==> config.mk <==
export PLATFORM = sky130hd
export DESIGN_NAME = addsub_serial_chunk
export DESIGN_NICKNAME = d
export VERILOG_FILES = /design/src/rtl/addsub_serial_chunk.sv
export SDC_FILE = /design/constraint.sdc
export NUM_CORES = 1
export LEC_CHECK = 0
export ABC_AREA = 0
export BUFFER_PORTS_ARGS = -buffer_cell sky130_fd_sc_hd__buf_2
export CORE_ASPECT_RATIO = 0.9
export CORE_MARGIN = 2
export CORE_UTILIZATION = 36
export DETAILED_ROUTE_END_ITERATION = 8
export GPL_ROUTABILITY_DRIVEN = 0
export GPL_TIMING_DRIVEN = 0
export PLACE_DENSITY = 0.58
export SKIP_LAST_GASP = 1
export SLEW_MARGIN = 20
export SYNTH_ARGS = -nofsm -noshare
export SYNTH_HDL_FRONTEND = slang
export SYNTH_SLANG_ARGS = --single-unit
export TNS_END_PERCENT = 1
==> constraint.sdc <==
create_clock -name clk -period 9.5 [get_ports clk]
set_clock_uncertainty 0.15 [all_clocks]
set_input_delay 2.85 -clock clk [delete_from_list [all_inputs] [get_ports clk]]
set_output_delay 2.85 -clock clk [all_outputs]
set_load 0.05 [all_outputs]
==> src/rtl/addsub_serial_chunk.sv <==
// Chunk-serial add/sub (ADD/SUB/ADC/SBB) with carry, overflow, zero and negative flags; done pulses NCHUNK edges after start.
// No backpressure: start is taken only in IDLE and ignored while busy; result and flags hold until overwritten.
module addsub_serial_chunk #(
  parameter int WIDTH = 32,
  parameter int CHUNK = 8
) (
  input  logic             clk,
  input  logic             clr_n,
  input  logic             start,
  input  logic [1:0]       op,
  input  logic [WIDTH-1:0] a,
  input  logic [WIDTH-1:0] b,
  input  logic             cin,
  output logic             busy,
  output logic             done,
  output logic [WIDTH-1:0] result,
  output logic             cout,
  output logic             ovf,
  output logic             zero,
  output logic             neg
);

  localparam int NCHUNK = WIDTH / CHUNK;
  localparam int IDXW   = (NCHUNK > 1) ? $clog2(NCHUNK) : 1;
  localparam logic [IDXW-1:0] LAST = IDXW'(NCHUNK - 1);

  typedef enum logic {IDLE = 1'b0, CALC = 1'b1} state_t;

  state_t           state;
  logic [WIDTH-1:0] a_r;
  logic [WIDTH-1:0] b_r;
  logic             carry_r;
  logic [IDXW-1:0]  idx;
  logic             zero_acc;

  logic [CHUNK-1:0] a_chunk;
  logic [CHUNK-1:0] b_chunk;
  logic [CHUNK:0]   sum;
  logic [CHUNK-1:0] s;
  logic             c;
  logic [WIDTH-1:0] b_eff;
  logic             c0;

  always_comb begin
    a_chunk = a_r[int'(idx) * CHUNK +: CHUNK];
    b_chunk = b_r[int'(idx) * CHUNK +: CHUNK];
    sum     = {1'b0, a_chunk} + {1'b0, b_chunk} + {{CHUNK{1'b0}}, carry_r};
    s       = sum[CHUNK-1:0];
    c       = sum[CHUNK];
  end

  // Subtraction is a + ~b + c0, so SUB seeds the carry with 1 and SBB with cin.
  always_comb begin
    b_eff = op[0] ? ~b : b;
    case (op)
      2'b00:   c0 = 1'b0;
      2'b01:   c0 = 1'b1;
      default: c0 = cin;
    endcase
  end

  always_ff @(posedge clk or negedge clr_n) begin
    if (!clr_n) begin
      state    <= IDLE;
      a_r      <= '0;
      b_r      <= '0;
      carry_r  <= 1'b0;
      idx      <= '0;
      zero_acc <= 1'b0;
      busy     <= 1'b0;
      done     <= 1'b0;
      result   <= '0;
      cout     <= 1'b0;
      ovf      <= 1'b0;
      zero     <= 1'b0;
      neg      <= 1'b0;
    end else begin
      done <= 1'b0;
      case (state)
        IDLE: begin
          if (start) begin
            a_r      <= a;
            b_r      <= b_eff;
            carry_r  <= c0;
            idx      <= '0;
            zero_acc <= 1'b1;
            busy     <= 1'b1;
            state    <= CALC;
          end
        end
        CALC: begin
          result[int'(idx) * CHUNK +: CHUNK] <= s;
          carry_r  <= c;
          zero_acc <= zero_acc & (s == '0);
          if (idx == LAST) begin
            cout  <= c;
            zero  <= zero_acc & (s == '0);
            neg   <= s[CHUNK-1];
            // b_r already holds the inverted operand, so this is also correct for subtraction.
            ovf   <= (a_r[WIDTH-1] == b_r[WIDTH-1]) && (s[CHUNK-1] != a_r[WIDTH-1]);
            done  <= 1'b1;
            busy  <= 1'b0;
            state <= IDLE;
          end else begin
            idx <= idx + IDXW'(1);
          end
        end
        default: state <= IDLE;
      endcase
    end
  end

endmodule

# After elaboration in Yosys (flattened, before gate mapping)
# Index checks and enable logic that the tools add are counted.
[word_totals]
regBits = 107
input_bits = 70
output_inout_bits = 38
word_cells = 55
[classes]
n_addsub = 4
eq_ne = 7
shift = 4
n_mux = 17
n_bitwise = 3
reduce_logical = 7
[op_table]
columns = ["operator", "n"]
rows = [
  ["32-bit by 6-bit indexed part select with 8-bit output", 2],
  ["5-bit negator with 33-bit output", 1],
  ["8-bit by 33-bit variable shift with 32-bit output (first input constant)", 1],
  ["8-bit by 33-bit indexed part select with 32-bit output", 1],
  ["32-bit bitwise mux", 1],
  ["32-bit two-way mux", 1],
  ["32-bit NOT", 1],
  ["1-bit one-hot mux with 2 select lines", 5],
  ["8-bit by 8-bit adder with 9-bit output", 1],
  ["9-bit by 1-bit adder with 9-bit output", 1],
  ["8-bit logical NOT", 1],
  ["2-bit AND reduction", 4],
  ["1-bit two-way mux", 7],
  ["2-bit two-way mux", 2],
  ["2-bit inequality test (second input constant)", 2],
  ["2-bit one-hot mux with 2 select lines", 1],
  ["2-bit by 1-bit adder with 2-bit output (second input constant)", 1],
  ["2-bit by 1-bit == test with 1-bit output (second input constant)", 1],
  ["2-bit == test (second input constant)", 1],
  ["2-bit logical NOT", 1],
  ["2-bit by 1-bit inequality test with 1-bit output (second input constant)", 1],
  ["1-bit AND", 1],
  ["1-bit == test", 1],
  ["1-bit logical AND", 1],
  ["2 further kinds", 2],
]

# Longest topological paths before layout
[depth]
word_depth = 6
mapped_depth = 11
depth_no_buf = 8

# Least setup slack after synthesis
# OpenSTA, ideal clock, no wires.
[synth_timing]
kind = "input-to-reg"
startpoint = "input port op[0]"
endpoint = "register b_r[30]"
setup_time_ns = 0.135
arrival_time_ns = 3.750
required_time_ns = 9.215
slack_ns = 5.465
stages = 4
path_buffers = 2
path_cell_list = "clkbuf_1 > buf_1 > xnor2_1 > o21ai_0"
[synth_between]
elab_chain_cells = 1
[synth_rtl]
columns = ["item", "line_no", "rtl"]
rows = [
  ["from (decl)", "10", "input logic [1:0] op,"],
  ["32-bit two-way mux", "54", "b_eff = op[0] ? ~b : b;"],
  ["to (signal assigned)", "66", "b_r <= '0;"],
  ["to (signal assigned)", "83", "b_r <= b_eff;"],
  ["to (decl)", "31", "logic [WIDTH-1:0] b_r;"],
]
# Every way passes these cells.
# A chain may end at the register's enable or synchronous reset.

# Final worst setup path
[layout_timing]
startpoint = "register idx[1]"
endpoint = "register zero"
[layout_between]
elab_chain_cells = 5
elab_cells_between_ends = 8
classes_between = "add/sub: 2; eq/ne: 1; shift: 2; bitwise: 1; reduce/logical: 2"
[layout_rtl]
columns = ["item", "line_no", "rtl"]
rows = [
  ["from (decl)", "33", "logic [IDXW-1:0] idx;"],
  ["from (signal assigned)", "105", "idx <= idx + IDXW'(1);"],
  ["32-bit by 6-bit indexed part select with 8-bit output, on equally long branches", "45, 46", ""],
  ["8-bit by 8-bit adder with 9-bit output", "47", "sum = {1'b0, a_chunk} + {1'b0, b_chunk} + {{CHUNK{1'b0}}, carry_r};"],
  ["9-bit by 1-bit adder with 9-bit output", "47", ""],
  ["8-bit logical NOT", "97", "zero <= zero_acc & (s == '0);"],
  ["1-bit AND", "97", ""],
  ["to (signal assigned)", "97", ""],
  ["to (decl)", "19", "output logic zero,"],
]
# Parallel ways exist; a longest one is shown, timed or not.

==> flow_metrics.tcl <==
set metrics [dict create \
    dominantRegCellSynth "sky130_fd_sc_hd__dfrtp_1" \
    max-slew-margin-rel_pct 48.2 \
    grt_max_degree 66 \
    crit_path_end_kind "flop" \
    slew_viol_final 0 \
    vias 3796 \
    synth_largest_type_area_fraction_pct 53.2 \
    max_clock_freq_mhz 212 \
    antenna_violations_before_repair 0 \
    finalWorstPathRequiredPeriod_ps 4710 \
    power_mw 2.57 \
    critical-path-max-stage-delay_ps 640 \
    ctsHoldBuffers 0 \
    worst-path-buf-inv 2 \
    relative_area_change_from_synthesis_to_final_layout_pct 21.4 \
    final.setup.tns_ps 0 \
    avg_cell_area_syn_um2 10.9 \
    firstDrtPassIters 4 \
    async_reset_ff_share_pct 100 \
    die_h_um 116 \
    num_io_pins 108 \
    clk_pin_slew_worst_paths_ps 70 \
    first_global_vias 3994 \
    placeableCoreArea_um2 13500 \
    post-synth-top-area-cell "sky130_fd_sc_hd__dfrtp_1" \
    cp.arrival_ps 4820 \
    cts_tree "done" \
    rsz0062_at_grt "false" \
    crit_type "flop to flop" \
    final-setup-viol-count 0 \
    post_synth_num_cell_types 42 \
    grt.overflow.total 0 \
    buffer_ports.inserted 106 \
    crit_slowest_cell "sky130_fd_sc_hd__buf_1" \
    finish.net_count 666 \
    startpoint_type "flop" \
    cts.sink_count 107 \
    layout-drive-gt1-share_pct 27.1 \
    place_hpwl_um 9500 \
    syn_nets 548 \
    worst_slew_pin_slew_ps 771 \
    timing.final.hold_violations 0 \
    crit_required_ps 9620 \
    holdCritPathClass "flop to flop" \
    totalWireLength_um 12800 \
    synth.yosys.seq_area_share_pct 53.2 \
    timing.max_cap.violations 0 \
    initial_core_utilization_pct 37.3 \
    fp-row-count 40 \
    cpMostUsedCell "sky130_fd_sc_hd__fa_1" \
    routed_via_count_divided_by_cell_count 5.03 \
    tritoncts.num_buffers 9 \
    max-vdd-ir-drop_v 0.000211 \
    cells_along_the_critical_path "clkbuf_1 > buf_1 > mux4_2 > fa_1 > fa_1 > a21o_2 > a41oi_1 > xnor2_1 > or4_4 > o31ai_2" \
    routed_wire_length_per_instance_um 17.0 \
    first_pass_grt_wire_length_um 20600 \
    synth-edff-count 0 \
    cts.htree.levels 3 \
    root_buffer "sky130_fd_sc_hd__clkbuf_16" \
    design.die.area_um2 15000 \
    worst-path-max-fanout 10 \
    fill_cells 1330 \
    postRouteAntennaNets 0 \
    netlist_top_cells_area "sky130_fd_sc_hd__dfrtp_1 (53%), sky130_fd_sc_hd__nand2_1 (11%), sky130_fd_sc_hd__mux4_2 (7.2%), sky130_fd_sc_hd__xnor2_1 (5.9%), sky130_fd_sc_hd__a22o_1 (4.9%)" \
    globalRouteTotalUtil_pct 17.9 \
    clock_insertion_delay_worst_skew_ps 350 \
    yosys_reg_bits 107 \
    post-cts-setup-buffers 0 \
    cts_repair_resize_count 0 \
    layout_worst_path_cycle_share_pct 49.5 \
    synthesis.yosys.warnings 0 \
    syn-instance-count 463 \
    power.density_nw_per_um2 421 \
    crit_family "buffers and inverters" \
    status "complete, no violations" \
    antenna_cells_inserted 0 \
    die_width_um 129 \
    ctsLongestPathBuffers 2 \
    mappedNetlistArea_um2 5040 \
    drtIter0Drc 158 \
    p_leak_nw 3.05 \
    drt_drc 0 \
]
[worst register-to-register path: cells and delay by family (launching register included)]
| family | cells | cell delay (ps) |
|---|---|---|
| DFF | 1 | 410 |
| muxes | 1 | 450 |
| xor gates and xnor gates | 1 | 240 |
| and+or+nand+nor | 1 | 600 |
| adders and majority gates | 2 | 920 |
| AOI/OAI and AO/OA | 3 | 720 |
| buffers and inverters | 2 | 1130 |
[cell type report]
type	count	area (um^2)	area share (%)
sequential	107	2680	43.8
clock buffer	11	233	3.81
multi-input combinational	323	2240	36.7
timing repair buffer	107	564	9.23
buffer	25	105	1.72
tap	168	210	3.44
clock inverter	5	53.8	0.880
inverter	8	30.0	0.491
[path summary, 6_finish.rpt]
kind / slack, ps / endpoint / cells after the start / startpoint
max in group asynchronous: 6290 / b_r[0] / 2 / clr_n
min: 320 / a_r[11] / 2 / a_r[11]
min in group asynchronous: 2260 / result[2] / 1 / clr_n
max: 4790 / zero / 10 / idx[1]
min reg2reg: 320 / a_r[11] / 2 / a_r[11]
max reg2reg: 4790 / zero / 10 / idx[1]
[routing by layer]
layer  share of wire, %  global-route usage [%]  wire length (um)
met1                 47                    24.5              6000
met2                 48                    29.6              6090
met3                4.8                    3.57               611
met4               0.76                    4.64                97
met5                  0                       0                 0
[report_power, final]
part	switching (mW)	total, mW	internal (mW)
sequential	0.111	0.759	0.648
combinational	0.950	1.45	0.497
clock	0.163	0.367	0.204
total	1.22	2.57	1.35
[kinds of logic after synthesis]
family | share of synthesized area (%)
flip-flops | 53.2
buffers and inverters | 2.68
multiplexers | 7.78
AO/OA/AOI/OAI | 12.6
XOR/XNOR | 6.26
AND/OR/NAND/NOR | 13.5
adder cells (fa/ha/maj) | 4.02
[cell usage after synthesis, drive strengths merged, types with 3 or more instances]
library cell  number
nor4               3
xnor2             34
clkbuf            18
nor2               4
nor3               3
nand2            142
a21oi              6
inv                8
a22o              32
ha                13
dfrtp            107
nand3              3
mux4              16
buf                7
o21ai             38
or4                3
[per-stage QoR]
stage,hold slack (ps),area (um^2),utilization [%],setup WS [ps],instances
CTS,328,6110,45.2,4770,754
global placement,307,5780,42.8,4230,737
floorplan,290,5040,-,5470,463
detailed placement,311,5820,43.1,4790,738
global route,343,6120,45.3,4630,754
finish,322,6120,45.3,4790,754
[state kept, by name (all words and copies together), names as in the netlist]
signal	count
done	1
zero	1
a_r	32
state	1
neg	1
carry_r	1
ovf	1
cout	1
b_r	32
busy	1
result	32
idx	2
zero_acc	1
[cell usage in the layout, fill, tap and decap left out, types with 8 or more instances in the layout]
master and n:
sky130_fd_sc_hd__xnor2_1 34, sky130_fd_sc_hd__dfrtp_1 107, sky130_fd_sc_hd__buf_2 108, sky130_fd_sc_hd__ha_1 13, sky130_fd_sc_hd__clkbuf_16 9, sky130_fd_sc_hd__nand2_1 142, sky130_fd_sc_hd__mux4_2 16, sky130_fd_sc_hd__a22o_1 28
sky130_fd_sc_hd__clkbuf_1 20, sky130_fd_sc_hd__o21ai_0 38, sky130_fd_sc_hd__inv_1 8
Note: power is estimated with default switching activity, not from simulation.
